$ cat config.mk
export PLATFORM = sky130hd
export DESIGN_NAME = la_ppfifo_reader
export DESIGN_NICKNAME = d
export VERILOG_FILES = /design/src/rtl/la_ppfifo_reader.sv
export SDC_FILE = /design/constraint.sdc
export NUM_CORES = 1
export LEC_CHECK = 0
export ABC_AREA = 0
export BUFFER_PORTS_ARGS = -buffer_cell sky130_fd_sc_hd__buf_2
export CAP_MARGIN = 20
export CORE_MARGIN = 10
export CORE_UTILIZATION = 40
export DETAILED_ROUTE_END_ITERATION = 7
export GPL_ROUTABILITY_DRIVEN = 1
export GPL_TIMING_DRIVEN = 0
export MAX_ROUTING_LAYER = met4
export PLACE_DENSITY_LB_ADDON = 0.12
export SETUP_SLACK_MARGIN = 0.05
export SYNTH_ARGS = -nofsm -noshare
export SYNTH_HDL_FRONTEND = slang
export SYNTH_SLANG_ARGS = --single-unit
$ cat constraint.sdc
create_clock -name i_clk -period 2.7 [get_ports i_clk]
set_input_delay 0.405 -clock i_clk [delete_from_list [all_inputs] [get_ports i_clk]]
set_output_delay 0.405 -clock i_clk [all_outputs]
set_load 0.1 [all_outputs]
$ cat src/rtl/la_ppfifo_reader.sv
// la_ppfifo_reader
// Drains a finished logic analyzer capture into a ping-pong FIFO. Core reads
// are paced to the capture RAM read latency. Each sample goes out as one
// 32-bit word into whichever FIFO half is ready, so the host path can upload
// the capture without register polling.

module la_ppfifo_reader #(
   parameter int READ_LATENCY = 2
) (
   input  logic        i_clk,
   input  logic        i_rst,
   input  logic        i_enable,
   input  logic        i_la_finished,
   input  logic [31:0] i_la_read_size,
   input  logic [31:0] i_la_data,
   output logic        o_la_read_strobe,
   input  logic [1:0]  i_write_ready,
   output logic [1:0]  o_write_activate,
   input  logic [23:0] i_write_fifo_size,
   output logic        o_write_strobe,
   output logic [31:0] o_write_data,
   output logic        o_busy,
   output logic        o_done,
   output logic [31:0] o_words_sent
);

   localparam logic [3:0] LAT_LOAD = 4'(READ_LATENCY);

   typedef enum logic [2:0] {
      ST_IDLE,
      ST_SETTLE,
      ST_GRAB,
      ST_FETCH,
      ST_WAIT,
      ST_RELEASE,
      ST_DONE
   } state_t;

   state_t      r_state;
   logic [3:0]  r_latCnt;
   logic [31:0] r_remaining;
   logic [23:0] r_fifoCnt;
   logic [1:0]  r_writeActivate;
   logic        r_writeStrobe;
   logic        r_laReadStrobe;
   logic [31:0] r_writeData;
   logic        r_busy;
   logic        r_done;
   logic [31:0] r_wordsSent;

   logic        w_abort;
   logic [3:0]  w_latDec;
   logic [1:0]  w_grabSel;
   logic        w_halfReady;
   logic [31:0] w_remainingNext;
   logic [23:0] w_fifoCntNext;

   // A transfer is only valid while the reader is armed and the capture is
   // still marked finished; losing either one abandons the drain.
   assign w_abort = !(i_enable && i_la_finished);

   // The latency counter saturates at zero. This lets the RELEASE and GRAB
   // states keep counting down without wrapping when a half-swap is slow.
   assign w_latDec = (r_latCnt != 4'd0) ? (r_latCnt - 4'd1) : 4'd0;

   // Half 0 wins when both halves are offered.
   assign w_grabSel   = i_write_ready[0] ? 2'b01 : 2'b10;
   assign w_halfReady = (i_write_ready != 2'b00) && (i_write_fifo_size != 24'd0);

   assign w_remainingNext = r_remaining - 32'd1;
   assign w_fifoCntNext   = r_fifoCnt + 24'd1;

   // Main reader FSM. Every output is registered here. The strobes default
   // low each cycle, so each one is a single-cycle pulse. busy and done are
   // decoded from the state of the previous cycle, so they lag the state
   // register by one clock.
   always_ff @(posedge i_clk) begin
      if (i_rst) begin
         r_state         <= ST_IDLE;
         r_latCnt        <= 4'd0;
         r_remaining     <= 32'd0;
         r_fifoCnt       <= 24'd0;
         r_writeActivate <= 2'b00;
         r_writeStrobe   <= 1'b0;
         r_laReadStrobe  <= 1'b0;
         r_writeData     <= 32'd0;
         r_busy          <= 1'b0;
         r_done          <= 1'b0;
         r_wordsSent     <= 32'd0;
      end else begin
         r_writeStrobe  <= 1'b0;
         r_laReadStrobe <= 1'b0;
         r_busy         <= (r_state != ST_IDLE) && (r_state != ST_DONE);
         r_done         <= (r_state == ST_DONE);

         case (r_state)
            ST_IDLE: begin
               if (i_enable && i_la_finished) begin
                  r_remaining <= i_la_read_size;
                  r_wordsSent <= 32'd0;
                  r_latCnt    <= LAT_LOAD;
                  r_state     <= (i_la_read_size == 32'd0) ? ST_DONE : ST_SETTLE;
               end
            end

            ST_SETTLE: begin
               if (w_abort) begin
                  r_writeActivate <= 2'b00;
                  r_state         <= ST_IDLE;
               end else begin
                  r_latCnt <= w_latDec;
                  if (w_latDec == 4'd0) begin
                     r_state <= ST_GRAB;
                  end
               end
            end

            ST_GRAB: begin
               if (w_abort) begin
                  r_writeActivate <= 2'b00;
                  r_state         <= ST_IDLE;
               end else begin
                  r_latCnt <= w_latDec;
                  if (w_halfReady && (w_latDec == 4'd0)) begin
                     r_writeActivate <= w_grabSel;
                     r_fifoCnt       <= 24'd0;
                     r_state         <= ST_FETCH;
                  end
               end
            end

            ST_FETCH: begin
               if (w_abort) begin
                  r_writeActivate <= 2'b00;
                  r_state         <= ST_IDLE;
               end else begin
                  r_writeData    <= i_la_data;
                  r_writeStrobe  <= 1'b1;
                  r_laReadStrobe <= 1'b1;
                  r_remaining    <= w_remainingNext;
                  r_fifoCnt      <= w_fifoCntNext;
                  r_wordsSent    <= r_wordsSent + 32'd1;
                  r_latCnt       <= LAT_LOAD;
                  if (w_remainingNext == 32'd0) begin
                     r_state <= ST_RELEASE;
                  end else if (w_fifoCntNext == i_write_fifo_size) begin
                     r_state <= ST_RELEASE;
                  end else begin
                     r_state <= ST_WAIT;
                  end
               end
            end

            ST_WAIT: begin
               if (w_abort) begin
                  r_writeActivate <= 2'b00;
                  r_state         <= ST_IDLE;
               end else begin
                  r_latCnt <= w_latDec;
                  if (w_latDec == 4'd0) begin
                     r_state <= ST_FETCH;
                  end
               end
            end

            ST_RELEASE: begin
               r_writeActivate <= 2'b00;
               r_latCnt        <= w_latDec;
               r_state         <= (r_remaining == 32'd0) ? ST_DONE : ST_GRAB;
            end

            ST_DONE: begin
               if (!(i_enable && i_la_finished)) begin
                  r_state <= ST_IDLE;
               end
            end

            default: begin
               r_state <= ST_IDLE;
            end
         endcase
      end
   end

   assign o_la_read_strobe = r_laReadStrobe;
   assign o_write_activate = r_writeActivate;
   assign o_write_strobe   = r_writeStrobe;
   assign o_write_data     = r_writeData;
   assign o_busy           = r_busy;
   assign o_done           = r_done;
   assign o_words_sent     = r_wordsSent;

endmodule

==> flow_metrics.tcl <==
set metrics [dict create \
    ys_seq_area_frac 0.348 \
    portBuffers 162 \
    finalMaxSlewViolations 0 \
    worstHoldStart "i_la_data[10]" \
    die_w_microns 158 \
    cts_hold_buf 0 \
    root_buffer "clkbuf_16" \
    power.density_nw_per_um2 547 \
    worst_pin_slew_ns 0.821 \
    vias 8353 \
    whs_path_depth 3 \
    arrival_ns 2.96 \
    initial_core_util 0.406 \
    post-place-ws_ns -0.308 \
    finalWirelength_mm 27.3 \
    worst_slack_ns 0.0687 \
    area_growth_syn_to_layout_pct 25.3 \
    grt_pass1_vias 8000 \
    synth_seq_cells 132 \
    startpoint "r_remaining[7]$_SDFFE_PP0P_" \
    hp-class "in -> reg" \
    period_needed_ns 2.63 \
    placed_cells 1422 \
    die-area_sq_um 24900 \
    avgViaCountPerCell 5.70 \
    synth_edf_count 0 \
    wire_per_inst_microns 18.6 \
    cp.required_ns 3.03 \
    r2r_cells 9 \
    synth_top_area_share 0.348 \
    yosys_warnings 0 \
    pin_count 164 \
    antenna_found_initial 3 \
    grt_usage 0.223 \
    seq_area_sq_um 2670 \
    finalSetupViolations 0 \
    layout_worst_path_cycle_share 0.975 \
    synth.largest_area_cell "dfxtp_1" \
    tns_ns 0 \
    antenna_left 0 \
    finalClockSkew_ns 0.00879 \
    clock.fmax_mhz 380 \
    grt_pass1_wl_mm 42.9 \
    drc_errors 0 \
    power.leakage_nw 3.67 \
    place_hpwl_mm 20.1 \
    vdd_drop_max_uv 436 \
    synth_area_per_cell_sq_um 7.41 \
    rows 50 \
    nets 1313 \
    crit_chain "buf_6 > or4_4 > nor4_4 > buf_6 > nand4b_1 > a21o_1 > a2111oi_2 > a41oi_2 > o31ai_1" \
    min_to "o_write_data[10]$_SDFFE_PP0P_" \
    die_y_microns 158 \
    drtIter0Drc 635 \
    r2r-end "r_state[0]$_SDFFE_PP0P_" \
    cts_max_level 4 \
    relSlewSlack 0.453 \
    grt_max_degree 17 \
    setup.worst_path.end_class "flop" \
    netlist_instances 1026 \
    layout-drive-gt1-share 0.231 \
    rsz0062_at_grt "yes" \
    clock_latency_ns 0.43 \
    synth_area_sq_um 7600 \
    multi_input_area_sq_um 4710 \
    async_flop_share 0 \
    synth.most_common_cell "nand2_1" \
    startpoint_type "flop" \
    ys_top_cells_by_count "nand2_1, dfxtp_1, nor2_1, a21oi_1, o21ai_0" \
    synth_cell_types 68 \
    slowest_stage "or4_4" \
    timing.rr.start "r_remaining[7]$_SDFFE_PP0P_" \
    synthTopCellsByArea "dfxtp_1, a21oi_1, nand2_1, nor2_1, o21ai_0" \
    cpMostUsedCell "buf_6" \
    place.gp.congestion 0.946 \
    clkTransAtPathRegs_ns 0.07 \
    outcome "complete, no violations" \
    clkSinkCount 132 \
    numCtsBuffers 17 \
    fin_hold_ws_ns 0.201 \
    first_pass_iters 5 \
    design_area_sq_um 9530 \
    synth_top_flop_cell "dfxtp_1" \
    cts_tree "done" \
    finalHoldViolations 0 \
    cts_buffer_depth 2 \
    r2r_slack_ns 0.07 \
    synth_nets 1124 \
    drv_cap 0 \
    grt_overflow 0 \
    fillers 1894 \
    path_class "reg -> reg" \
    place_area_sq_um 8730 \
    stdcell_count 1465 \
    worstPathMaxFanout 9 \
    core_area_sq_um 18700 \
    max_stage_delay_ns 0.57 \
]
-- power breakdown --
| group | internal [mW] | total (mW) | switching [mW] | leakage [nW] |
|---|---|---|---|---|
| Clock | 1.41 | 2.45 | 1.05 | 0.295 |
| Combinational | 0.293 | 0.730 | 0.437 | 2.30 |
| Sequential | 1.98 | 2.03 | 0.0480 | 1.08 |
| Total | 3.68 | 5.21 | 1.53 | 3.67 |
-- critical path: cells and delay by family (launching register included) --
family	cells	cell delay, ns
and+or+nand+nor	3	0.96
buffers and inverters	2	0.30
DFF	1	0.31
AOI/OAI and AO/OA	4	0.96
-- layout make-up --
type	instances	area share
tap	234	0.0307
inverter	11	0.00433
antenna	3	0.000788
clock buffer	17	0.0446
timing repair buffer	172	0.0930
sequential	132	0.280
multi-input combinational	813	0.495
buffer	68	0.0323
clock inverter	15	0.0193
-- logic make-up (layout without fill, tap and decap cells) --
family          after synthesis  after routing  share of synthesized area
compound gates              275            275                      0.214
buf+inv                      81            283                     0.0456
mux                          11             11                     0.0158
simple gates                474            474                      0.314
xor+xnor                     49             49                     0.0565
flops                       132            132                      0.348
other cells                   0              3                          0
fa+ha+maj                     4              4                    0.00658
-- layout by cell type, fill, tap and decap left out, types with 19 or more instances in the layout --
cell and n:
buf_2 163, nand2_1 141, a21oi_1 120, nor2_1 120, dfxtp_1 112, o21ai_0 64, clkbuf_1 52, nand3_1 36
xnor2_1 33, nor3_1 30, nor4_1 25, nand4_1 23, dfxtp_2 19
-- per-layer routing --
metal	track usage	share of wire	vias up
met3	0.0605	0.087	44
met2	0.338	0.45	355
li1	-	-	4077
met4	0.0623	0.018	0
met1	0.285	0.45	3877
met5	-	0	-
-- worst max-delay path by stage --
stage	endpoint	slack, ns
2_1_floorplan	o_words_sent[26]$_SDFFE_PP0P_	0.13
3_3_place_gp	r_state[0]$_SDFFE_PP0P_	-0.29
3_5_place_dp	r_state[0]$_SDFFE_PP0P_	-0.31
4_1_cts	r_state[0]$_SDFFE_PP0P_	0.02
5_1_grt	r_state[0]$_SDFFE_PP0P_	-0.08
6_report	r_state[0]$_SDFFE_PP0P_	0.07
-- timing repair --
action | in CTS | in global routing
gates resized for setup | 14 | 18
setup buffers | 2 | 8
endpoints found under the hold margin | 0 | 0
setup endpoints to repair | 30 | 48
pin swaps | 4 | 7
-- stage by stage --
step	power (mW)	utilization
floorplan	2.51	-
CTS	5.22	0.503
global route	5.40	0.509
global placement	2.74	0.467
detailed placement	2.75	0.467
finish	5.21	0.509
-- state kept, by name, summed over array words and instances (netlist names) --
name,cells
r_fifoCnt,24
o_busy,1
o_la_read_strobe,1
r_state,3
o_write_data,32
r_latCnt,4
r_remaining,32
o_words_sent,32
o_write_activate,2
o_done,1
Power figures use the tool's default switching activity.
